[src/rtl/imuldiv_div_client.sv]
// Issue-side client of the iterative divider: one op in flight, returns the selected
// quotient/remainder half with its tag. Optional macro: IMULDIV_DIV_CLIENT_DIVZERO_EN.
module imuldiv_div_client #(
   parameter int TAG_W = 5
) (
   input  logic             clk,
   input  logic             reset,
   input  logic             op_val,
   output logic             op_rdy,
   input  logic             op_fn,
   input  logic             op_sel,
   input  logic [TAG_W-1:0] op_tag,
   input  logic [31:0]      op_a,
   input  logic [31:0]      op_b,
   output logic             divreq_msg_fn,
   output logic [31:0]      divreq_msg_a,
   output logic [31:0]      divreq_msg_b,
   output logic             divreq_val,
   input  logic             divreq_rdy,
   input  logic [63:0]      divresp_msg_result,
   input  logic             divresp_val,
   output logic             divresp_rdy,
   output logic             wb_val,
   input  logic             wb_rdy,
   output logic [TAG_W-1:0] wb_tag,
   output logic [31:0]      wb_data
);

   localparam logic [1:0] ST_IDLE  = 2'd0;
   localparam logic [1:0] ST_ISSUE = 2'd1;
   localparam logic [1:0] ST_WAIT  = 2'd2;
   localparam logic [1:0] ST_WB    = 2'd3;

   logic [1:0] state_r;
   logic [1:0] state_nxt_s;
   logic       sel_r;
   logic       op_acc_s;
   logic       resp_cap_s;
   logic       op_zero_s;

   assign op_acc_s   = (state_r == ST_IDLE) && op_val;
   assign resp_cap_s = (state_r == ST_WAIT) && divresp_val;

`ifdef IMULDIV_DIV_CLIENT_DIVZERO_EN
   assign op_zero_s = (op_b == 32'd0);
`else
   assign op_zero_s = 1'b0;
`endif

   // Next-state decode; stale responses in ISSUE are drained without being captured
   always_comb begin
      state_nxt_s = state_r;
      case (state_r)
         ST_IDLE: begin
            if (op_val) begin
               if (op_zero_s) begin
                  state_nxt_s = ST_WB;
               end else begin
                  state_nxt_s = ST_ISSUE;
               end
            end else begin
               state_nxt_s = ST_IDLE;
            end
         end
         ST_ISSUE: begin
            if (divreq_rdy) begin
               state_nxt_s = ST_WAIT;
            end else begin
               state_nxt_s = ST_ISSUE;
            end
         end
         ST_WAIT: begin
            if (divresp_val) begin
               state_nxt_s = ST_WB;
            end else begin
               state_nxt_s = ST_WAIT;
            end
         end
         ST_WB: begin
            if (wb_rdy) begin
               state_nxt_s = ST_IDLE;
            end else begin
               state_nxt_s = ST_WB;
            end
         end
         default: state_nxt_s = ST_IDLE;
      endcase
   end

   // State register with handshake outputs registered from the next state
   always_ff @(posedge clk or negedge reset) begin
      if (!reset) begin
         state_r     <= ST_IDLE;
         op_rdy      <= 1'b1;
         divreq_val  <= 1'b0;
         divresp_rdy <= 1'b0;
         wb_val      <= 1'b0;
      end else begin
         state_r     <= state_nxt_s;
         op_rdy      <= (state_nxt_s == ST_IDLE);
         divreq_val  <= (state_nxt_s == ST_ISSUE);
         divresp_rdy <= (state_nxt_s == ST_ISSUE) || (state_nxt_s == ST_WAIT);
         wb_val      <= (state_nxt_s == ST_WB);
      end
   end

   // Operand capture on accept, result capture on the single-cycle response
   always_ff @(posedge clk or negedge reset) begin
      if (!reset) begin
         divreq_msg_fn <= 1'b0;
         divreq_msg_a  <= 32'd0;
         divreq_msg_b  <= 32'd0;
         sel_r         <= 1'b0;
         wb_tag        <= {TAG_W{1'b0}};
         wb_data       <= 32'd0;
      end else begin
         if (op_acc_s) begin
            divreq_msg_fn <= op_fn;
            divreq_msg_a  <= op_a;
            divreq_msg_b  <= op_b;
            sel_r         <= op_sel;
            wb_tag        <= op_tag;
            if (op_zero_s) begin
               wb_data <= op_sel ? op_a : 32'hFFFF_FFFF;
            end
         end else if (resp_cap_s) begin
            wb_data <= sel_r ? divresp_msg_result[63:32] : divresp_msg_result[31:0];
         end
      end
   end

endmodule

[config.mk]
export PLATFORM = sky130hd
export DESIGN_NAME = imuldiv_div_client
export DESIGN_NICKNAME = d
export VERILOG_FILES = /design/src/rtl/imuldiv_div_client.sv
export SDC_FILE = /design/constraint.sdc
export NUM_CORES = 1
export LEC_CHECK = 0
export ABC_AREA = 1
export CAP_MARGIN = 15
export CORE_ASPECT_RATIO = 1.5
export CORE_MARGIN = 2
export CORE_UTILIZATION = 35
export DETAILED_ROUTE_END_ITERATION = 12
export DONT_BUFFER_PORTS = 1
export PLACE_DENSITY = 0.52
export SYNTH_ARGS = -nofsm -noshare
export SYNTH_HDL_FRONTEND = slang
export SYNTH_SLANG_ARGS = --single-unit
[constraint.sdc]
create_clock -name clk -period 1.4 [get_ports clk]
set_input_delay 0.42 -clock clk [delete_from_list [all_inputs] [get_ports clk]]
set_output_delay 0.42 -clock clk [all_outputs]
set_load 0.05 [all_outputs]
After elaboration in Yosys (flattened, before gate mapping)
Cells that the tools add are included.
Widths: inputs -> output; s select.
- logic and storage cells: 30
- flip-flop bits (word level): 109
- output and inout bits: 106
- bitwise operators: 1
- equality and inequality tests: 6
- reductions and logical operators: 6
- mux-type cells: 6
- operators with widths (kind ; count):
    $mux 32 ; 1
    $eq 2x2->1 const B ; 4
    $pmux 2 s4 ; 1
    $eq 2x1->1 const B ; 2
    $logic_not 2->1 ; 2
    $mux 2 ; 2
    $logic_and 1x1->1 ; 2
    $mux 1 ; 2
    $reduce_and 2->1 ; 1
    $logic_or 1x1->1 ; 1
    $not 1->1 ; 1

Logic depth before layout (Yosys ltp)
- word-level depth: 4
- depth in mapped cells: 6

Least setup slack after synthesis
OpenSTA, ideal clock, no wires.
- path type: reg-to-reg
- start: register state_r[0]
- end: register divresp_rdy
- path slack: 0.051 ns
- arrival time: 1.236 ns
- setup time: 0.113 ns
- cell stages (with the launch flop): 7
- cells stage by stage: dfrtp_1 -> inv_1 -> nand3_2 -> clkbuf_1 -> nand3_1 -> ha_1 -> inv_1
- cells in the longest elaborated chain, start to end: 4
- RTL lines (element ; line ; text):
    start, declared ; 34 ; logic [1:0] state_r;
    start signal, assigned ; 99 ; state_r <= state_nxt_s;
    $eq 2x2->1, or another cell as far along ; 53 ; case (state_r)
    $pmux 2 s4 * ; 53 ;
    $eq 2x1->1 or $eq 2x2->1 (tied branches) ; 102 ; divresp_rdy <= (state_nxt_s == ST_ISSUE) || (state_nxt_s == ST_WAIT);
    $logic_or 1x1->1 * ; 102 ;
    end signal, assigned ; 102 ;
    end, declared ; 22 ; output logic divresp_rdy,
Every way passes the cells marked *; elsewhere a longest branch is shown, timed or not.
A chain may end at the register's enable or synchronous reset.

Worst setup path after layout
- start: register op_rdy
- end: output port op_rdy
- RTL lines (element ; line ; text):
    start, declared ; 9 ; output logic op_rdy,
    start signal, assigned ; 100 ; op_rdy <= (state_nxt_s == ST_IDLE);
No word-level cell between the ends.

==> flow_metrics.env <==
export IMPL_outcome="finished with violations"
export IMPL_failed_checks="negative hold slack, negative setup slack"
export IMPL_start_kind="flop"
export IMPL_gp_congestion=0.769
export IMPL_final_cell_mix="140 x inv_1, 139 x nand2_1, 105 x o21ai_0"
export IMPL_synthFlopType="dfrtp_1"
export IMPL_grtUsageTotal_pct=13.5
export IMPL_tns_ns=-0.0543
export IMPL_hpwlAfterDp_mm=7.28
export IMPL_grt_pass1_wl_mm=15.9
export IMPL_final_cells=724
export IMPL_grt_pass1_vias=3367
export IMPL_final_net_count=699
export IMPL_core_mm2=0.0135
export IMPL_slew_viol_final=0
export IMPL_cap_violations=0
export IMPL_cts_root_buf="clkbuf_16"
export IMPL_drt_vias_per_instance=4.53
export IMPL_drive_above_1_share_pct=28.6
export IMPL_tightest_slew_ns=0.315
export IMPL_fin_ws_ns=-0.0543
export IMPL_detail_route_wl_per_cell_um=14.1
export IMPL_cts_tree="done"
export IMPL_port_buffers=0
export IMPL_cts_buffer_depth=2
export IMPL_totalWireLength_mm=10.2
export IMPL_ys_seq_elements=109
export IMPL_syn_area_per_cell_um2=8.58
export IMPL_final_util_pct=40.3
export IMPL_cts_buffers_inserted=9
export IMPL_ys_seq_area_share_pct=56.7
export IMPL_final_common_cell="inv_1"
export IMPL_max_freq_mhz=688
export IMPL_antenna_found_initial=0
export IMPL_grt_max_degree=110
export IMPL_clock_sinks=109
export IMPL_period_share_pct=104
export IMPL_syn_area_mm2=0.00481
export IMPL_finalHoldViolCount=109
export IMPL_yosys_warnings=0
export IMPL_antenna_cells=0
export IMPL_fp_dieH_um=148
export IMPL_overflow=0
export IMPL_initial_core_util_pct=35.7
export IMPL_syn_to_final_growth_pct=12.7
export IMPL_whs_ns=-0.235
export IMPL_end_kind="output pin"
export IMPL_synth_nets=703
export IMPL_vias=3277
export IMPL_synth_edf_count=0
export IMPL_cts_clk_slew_worst_paths_ns=0.07
export IMPL_setup_viol=1
export IMPL_insertion_delay_ns=0.34
export IMPL_synth_distinct_cells=18
export IMPL_relSlewSlack_pct=79.0
export IMPL_die_x_um=99.8
export IMPL_finClkSkew_ns=0.00853
export IMPL_place_inst=707
export IMPL_cp_max_fo=1
export IMPL_critPathArrivalTime_ns=1.03
export IMPL_ant_nets=0
export IMPL_post_route_drc_count=0
export IMPL_min_period_ns=1.45
export IMPL_io_pins=247
export IMPL_hold_class="input pin to asynchronous set/reset pin"
export IMPL_drt_pass1_iterations=5
export IMPL_critPathRequiredTime_ns=0.98
export IMPL_cts_htree_levels=3
export IMPL_async_flop_share_pct=100
export IMPL_num_rows=52
export IMPL_synthCells=561
export IMPL_critPathKind="flop to output pin"
export IMPL_grt_setup_unrepaired="yes"
export IMPL_fillCellCount=1368
export IMPL_die_area_mm2=0.0147
export IMPL_drt_iter0_markers=57
-- synth_stat cells (2+ instances only) --
cell / n / share of area, %
buf_2: 5 / 0.52
buf_4: 7 / 1.1
buf_6: 6 / 1.4
clkbuf_1: 10 / 0.78
dfrtp_1: 108 / 56
inv_1: 140 / 11
nand2_1: 139 / 11
nand3_1: 4 / 0.42
o21ai_0: 105 / 11
o21ai_1: 2 / 0.21
o21ai_2: 28 / 5.1
-- through the flow --
| stage | worst slack, ns | hold slack, ns | instance area (um2) |
|---|---|---|---|
| 2_1_floorplan | 0.0510 | 0.124 | 4810 |
| 3_3_place_gp | 0.181 | 0.127 | 4970 |
| 3_5_place_dp | 0.132 | 0.127 | 4970 |
| 4_1_cts | -0.0780 | -0.253 | 5390 |
| 5_1_grt | -0.0806 | -0.263 | 5420 |
| 6_report | -0.0543 | -0.235 | 5420 |
-- layer usage --
layer | up-vias | GRT usage (%) | share of wire, % | wire length [um]
met5 | - | 0 | 0 | 0
met4 | 0 | 5.62 | 2.0 | 206
met3 | 14 | 4.82 | 8.9 | 912
met2 | 162 | 24.0 | 51 | 5210
met1 | 1439 | 14.4 | 38 | 3920
li1 | 1662 | - | - | -
-- cell type report --
type,count,area (um2),share of cell area (%)
Clock inverter,5,41.3,0.761
Sequential cell,109,2850,52.6
Multi-Input combinational cell,283,1380,25.4
Timing Repair Buffer,13,164,3.02
Tap cell,162,203,3.74
Clock buffer,11,253,4.66
Inverter,141,529,9.76
-- repair_timing --
item	4_1_cts	5_1_grt
buffers inserted	0	0
hold endpoints to repair	109	109
endpoints found under the setup margin	99	4
gates cloned	0	1
resized for setup	98	3
-- flip-flops by register name (all words and copies together), names as in the netlist --
name	flops
state_r	2
divreq_msg_a	32
divreq_msg_fn	1
wb_val	1
sel_r	1
wb_data	32
wb_tag	5
divreq_msg_b	32
divresp_rdy	1
divreq_val	1
op_rdy	1
-- cells by family (layout without fill, tap and decap cells) --
logic type,count (synthesis),in the layout,share of synthesized area (%)
fa+ha+maj,1,1,0.260
flops,109,109,56.7
compound gates,135,135,16.2
simple gates,147,147,12.0
buf+inv,169,170,14.8
-- path summary, 6_finish.rpt --
kind,start,to,slack [ns],cells past startpoint
max,op_rdy,op_rdy,-0.05,0
min,reset,wb_data[9],-0.23,0
max reg2reg,state_r[0],divreq_msg_b[12],0.11,4
min reg2reg,state_r[1],state_r[1],0.58,2
max in group asynchronous,reset,op_rdy,1.44,0
min in group clk,op_a[29],divreq_msg_a[29],0.21,2
Power is not shown: default switching activity piles up to over one toggle a cycle in this logic, so the estimate is an artifact.
